==> config.mk <==
export PLATFORM = sky130hd
export DESIGN_NAME = amber_wb_responder
export DESIGN_NICKNAME = d
export VERILOG_FILES = /design/src/rtl/amber_wb_responder.sv
export SDC_FILE = /design/constraint.sdc
export NUM_CORES = 2
export LEC_CHECK = 0
export CAP_MARGIN = 5
export CORE_MARGIN = 1.5
export CORE_UTILIZATION = 64
export DETAILED_ROUTE_END_ITERATION = 8
export DONT_BUFFER_PORTS = 1
export PLACE_DENSITY = 0.83
export RECOVER_POWER = 50
export SYNTH_ARGS = -nofsm -noshare
export SYNTH_HDL_FRONTEND = slang
export SYNTH_SLANG_ARGS = --single-unit
==> constraint.sdc <==
create_clock -name clk -period 3.25 [get_ports clk]
set_clock_uncertainty 0.15 [all_clocks]
set_input_delay 0.4875 -clock clk [delete_from_list [all_inputs] [get_ports clk]]
set_output_delay 0.4875 -clock clk [all_outputs]
set_load 0.03 [all_outputs]
==> src/rtl/amber_wb_responder.sv <==
// Wishbone classic responder for the amber 128-bit master: byte-maskable RAM,
// a 128-bit Fibonacci LFSR read port, and an error region, with fixed wait states.
module amber_wb_responder #(
    parameter int unsigned  DEPTH       = 16,
    parameter int unsigned  WAIT_CYCLES = 2,
    parameter logic [127:0] SEED        = 128'h1
) (
    input  logic         clk,
    input  logic         reset,
    input  logic [31:0]  i_wb_adr,
    input  logic [15:0]  i_wb_sel,
    input  logic         i_wb_we,
    input  logic [127:0] i_wb_dat,
    input  logic         i_wb_cyc,
    input  logic         i_wb_stb,
    output logic [127:0] o_wb_dat,
    output logic         o_wb_ack,
    output logic         o_wb_err
);

    localparam int unsigned AW        = $clog2(DEPTH);
    localparam logic [31:0] RAM_LIMIT = 32'(DEPTH * 16);

    typedef enum logic [1:0] {
        S_IDLE,
        S_WAIT,
        S_RESP
    } state_t;

    state_t        r_state;
    logic [3:0]    r_cnt;
    logic [31:0]   r_adr;
    logic [15:0]   r_sel;
    logic          r_we;
    logic [127:0]  r_dat;
    logic [127:0]  r_lfsr;
    logic [127:0]  r_mem [DEPTH];

    logic          w_req;
    logic          w_is_ram;
    logic          w_is_rnd;
    logic [AW-1:0] w_idx;
    logic [127:0]  w_lfsr_next;

    assign w_req       = i_wb_cyc & i_wb_stb;
    assign w_is_ram    = (r_adr < RAM_LIMIT);
    assign w_is_rnd    = (r_adr[31:28] == 4'hF);
    assign w_idx       = r_adr[AW+3:4];
    assign w_lfsr_next = {r_lfsr[126:0], r_lfsr[127] ^ r_lfsr[126] ^ r_lfsr[125] ^ r_lfsr[120]};

    always_ff @(posedge clk) begin
        if (reset) begin
            r_state  <= S_IDLE;
            r_cnt    <= '0;
            r_adr    <= '0;
            r_sel    <= '0;
            r_we     <= 1'b0;
            r_dat    <= '0;
            r_lfsr   <= SEED;
            o_wb_ack <= 1'b0;
            o_wb_err <= 1'b0;
            o_wb_dat <= '0;
            for (int unsigned i = 0; i < DEPTH; i++) begin
                r_mem[AW'(i)] <= '0;
            end
        end else begin
            o_wb_ack <= 1'b0;
            o_wb_err <= 1'b0;
            o_wb_dat <= '0;
            case (r_state)
                S_IDLE: begin
                    if (w_req) begin
                        r_adr   <= i_wb_adr;
                        r_sel   <= i_wb_sel;
                        r_we    <= i_wb_we;
                        r_dat   <= i_wb_dat;
                        r_cnt   <= 4'(WAIT_CYCLES);
                        r_state <= (WAIT_CYCLES == 0) ? S_RESP : S_WAIT;
                    end
                end
                S_WAIT: begin
                    // A dropped request abandons the transfer before any side effect.
                    if (!w_req) begin
                        r_cnt   <= '0;
                        r_state <= S_IDLE;
                    end else begin
                        r_cnt <= r_cnt - 4'd1;
                        if (r_cnt == 4'd1) begin
                            r_state <= S_RESP;
                        end
                    end
                end
                S_RESP: begin
                    r_state <= S_IDLE;
                    if (w_is_ram) begin
                        o_wb_ack <= 1'b1;
                        if (r_we) begin
                            for (int unsigned k = 0; k < 16; k++) begin
                                if (r_sel[k]) begin
                                    r_mem[w_idx][8*k +: 8] <= r_dat[8*k +: 8];
                                end
                            end
                        end else begin
                            o_wb_dat <= r_mem[w_idx];
                        end
                    end else if (w_is_rnd) begin
                        o_wb_ack <= 1'b1;
                        if (!r_we) begin
                            o_wb_dat <= r_lfsr;
                            r_lfsr   <= w_lfsr_next;
                        end
                    end else begin
                        o_wb_err <= 1'b1;
                    end
                end
                default: r_state <= S_IDLE;
            endcase
        end
    end

endmodule

# Word-level counts from Yosys, hierarchy flattened
# Memories as Yosys holds them, arrays and structs flattened. A register that Yosys moved wholly into a read port is not among the register bits.
# Index checks and enable logic that the tools add are counted.
# op_classes
eq_ne,6
order_cmp,1
mux,117
reduce_logical,9
n_addsub,1
bitwise,7
# op_table
cell,count
128-bit two-way mux,5
128-bit OR reduction,1
1-bit two-way mux,101
"32-bit by 9-bit less-than comparator with 1-bit output, second input constant",1
4-bit two-way mux,5
16-bit two-way mux,1
4-bit one-hot mux with 2 select lines,1
2-bit two-way mux,3
2-bit AND reduction,3
"4-bit by 1-bit equality test with 1-bit output, second input constant",1
"4-bit equality test, second input constant",1
2-bit one-hot mux with 2 select lines,1
4-bit AND reduction,1
"4-bit by 1-bit subtractor with 4-bit output, second input constant",1
"3-bit != test, second input constant",1
1-bit NOT,3
3-bit OR reduction,1
1-bit XOR,3
"2-bit by 1-bit equality test with 1-bit output, second input constant",1
"2-bit equality test, second input constant",1
2-bit zero test,1
"2-bit != test, second input constant",1
2-bit nonzero test,1
2-bit OR reduction,1
1-bit AND,1
# word_totals
output_inout_bits,130
ramBits,2048
regBits,441
in_bits,181
word_cells,152
mem_count,1
# mem_list
name,words,width,rd,rd_clocked_by_memory_dff,write_ports,line,text
r_mem,16,128,1,1,16,37,logic [127:0] r_mem [DEPTH];

# Logic depth before layout (Yosys ltp)
# depth
word_depth,8
depth_mapped,8
mapped_depth_nobuf,5

# Least setup slack after synthesis
# No wires, ideal clock.
# synth_path
path_type,input-to-reg
start,input port reset
end,"memory r_mem[15][100], enable pin"
stages,6
path_buffers,3
setup_slack_ns,0.700
setup_ns,0.375
arrival_ns,2.025
t_required_ns,2.725
path_cell_list,buf_2 > and4bb_1 > buf_2 > nand4b_2 > clkbuf_1 > o21bai_1
# synth_lines
element,line,text
start: declaration,9,"input logic reset,"
end: declaration,37,

==> qor.csv <==
metric,value,unit
max_freq,0.3044,GHz
crit_path_cell_trace,nor4_1 -> and4_2 -> and4_1 -> buf_6 -> a31o_1,
yosysMostFrequentCell,edfxtp_1,
startpoint_type,register,
arrival,3650,ps
critPathKind,register to register,
cap_viol_max_count,0,
place_ws,141.3,ps
p_int,52310,uW
period_share,101.1,%
synth_seq_cells,2489,
drive_gt1_share,14.88,%
grt_max_degree,246,
critPathMaxStageDelay,560,ps
insertion_delay,930,ps
slew_headroom,12.28,%
placed_cell_area,106700,um2
synth-simple-area-share,11.63,%
synth_area_per_cell,13.33,um2
coreArea,161100,um2
critical-path-slowest-cell,nor4_1,
wire_per_inst,29.77,um
pwr-share-clk,41.4,%
cp.required,3620,ps
path_clk_slew,60,ps
ys_seq_area_share,67.47,%
p_sw,15220,uW
via_count,70876,
drc,0,
cellPowerDensity,574.1,nW/um2
synthFlopType,edfxtp_1,
cts_max_path_buffers,3,
hp-class,input port to register,
violations,setup timing,
routabilityCongestion,0.8412,
synth_top_family_by_area,simple AND/OR/NAND/NOR gates,
yosysWarnings,0,
whs,27.87,ps
finalHoldViolations,0,
dieWidth,406.6,um
post-route-worst-setup-slack,-35.46,ps
synthCells,7818,
start_util,64.69,%
rsz0062_at_grt,no,
port_buffers,0,
synth-xor-area-share,0.02521,%
irDropWorstVdd,0.6250,mV
root_buffer,clkbuf_16,
async_flop_share,0,%
drt_iter0_drc,11253,
finalCriticalPeriod,3285,ps
status,"finished, violations left",
die_h,406.6,um
cts_made_buffers,233,
syn_to_final_growth,12.85,%
dp_cells,9479,
grt_pass1_vias,71019,
synth-compound-area-share,6.397,%
htreeDepth,4,
fin_area,117600,um2
synthAdderAreaFrac,0.02401,%
drtPass1Iterations,9,
clock_sinks,2489,
grt_pass1_wl,444.0,mm
overflow,0,
leakage,0.03943,uW
stdcell_count,10266,
slew_violations,0,
viasPerCell,6.904,
worst_slew_pin_slew,1316,ps
ys_types,50,
io_pins,311,
cts_tree,built,
endpoint_kind,register,
synthTopCellsByCount,"2048 x edfxtp_1, 1936 x nor2_1, 878 x nand2_1",
num_rows,147,
dp_hpwl,171.8,mm
synth.area.top_cells,"edfxtp_1 59%, mux4_2 11%, dfxtp_1 8.5%, nor2_1 7.0%, nand2_1 3.2%",
crit_fanout,27,
fp.dieArea,165300,um2
drtAntennaViolNets,0,
syn_nets,8001,
synth-edff-count,2048,
grt_usage,36.88,%
wl,305.7,mm
fin_nets,8074,
comb_power_share,5.6,%
yosysTopAreaCell,edfxtp_1,
setup_violations,7,
synth_top_area_share,59.00,%
antenna_found_initial,9,
p_seq_share,53.0,%
syn_area,104200,um2
synthMuxAreaShare,11.16,%
cts_setup_buffers,0,
swShare,22.54,%
==> metrics by stage <==
step	TNS, ps	utilization, %	total power, uW
floorplan	0	-	38460
global placement	0	66.23	39450
detailed placement	0	66.23	39630
CTS	0	73.24	67170
global route	0	72.99	68730
finish	-237.4	73.00	67530
==> worst paths after layout <==
check,startpoint,endpoint,slack [ps],cells past startpoint
worst max-delay path,r_adr[19],r_mem[8][0],-40,5
worst min-delay path,reset,r_dat[25],30,2
worst max register to register,r_adr[19],r_mem[8][0],-40,5
worst min register to register,r_lfsr[93],r_lfsr[94],300,2
==> cell usage in the layout, fill, tap and decap left out, drive strengths merged, types with 4 or more instances in the layout <==
cell type	count
bufinv	16
clkinv	89
nand2	878
a21o	60
clkbuf	359
nand4	19
a21oi	310
dfxtp	441
nor2b	10
and4	5
a22o	122
nand2b	5
o21bai	68
mux4	502
and3	121
edfxtp	2048
o22ai	4
a221oi	6
a31o	128
clkinvlp	6
diode	8
nor3	19
dlygate4sd3	333
o211ai	6
a22oi	242
and2	35
mux2	10
nand4b	4
mux2i	21
buf	244
inv	21
nor2	1936
nor3b	5
nor4	6
==> layout make-up <==
cell class / count / area, um2
Multi-Input combinational cell: 4541 / 30550
Clock inverter: 121 / 1297
Clock buffer: 321 / 6559
Sequential cell: 2489 / 70340
Timing Repair Buffer: 615 / 6116
Fill cell: 9079 / 43500
Tap cell: 2160 / 2703
Inverter: 11 / 41.29
Antenna cell: 8 / 20.02
==> per-layer routing <==
metal	vias up	track usage [%]	wire (um)
met3	1341	9.210	41590
met2	6417	59.33	146200
met1	34623	45.16	95940
met4	12	22.91	21840
li1	28483	-	-
met5	-	0	64
==> cell families (layout without fill, tap and decap cells) <==
kind of cell,Yosys count,after routing
other cells,0,8
fa+ha+maj,2,2
flops,2489,2489
mux,533,533
compound gates,950,950
buf+inv,788,1068
simple gates,3053,3053
xor+xnor,3,3
==> state kept, by name (all words and copies together) (netlist names), named ones only <==
name / count
r_state: 2
o_wb_ack: 1
r_lfsr: 128
r_sel: 16
r_dat: 128
o_wb_dat: 128
r_adr: 28
r_mem: 2048
r_we: 1
r_cnt: 4
o_wb_err: 1
==> timing repair <==
item	4_1_cts	5_1_grt
endpoints found under the hold margin	635	0
resized for setup	0	3
setup endpoints to repair	0	9
hold buffers	337	0
==> power groups by stage <==
stage	Clock (uW)	Sequential (uW)	Combinational (uW)
2_1_floorplan	0	36200	2270
3_3_place_gp	0	36300	3140
3_5_place_dp	0	36400	3220
4_1_cts	27800	35800	3650
5_1_grt	29000	35800	3870
6_report	28000	35800	3750
==> worst max-delay path: cells and delay by family (launching register included) <==
family,cells,cell delay (ps)
AO/OA/AOI/OAI,1,550
AND/OR/NAND/NOR,3,1390
flip-flops,1,330
buffers and inverters,1,470
Power figures use the tool's default switching activity.
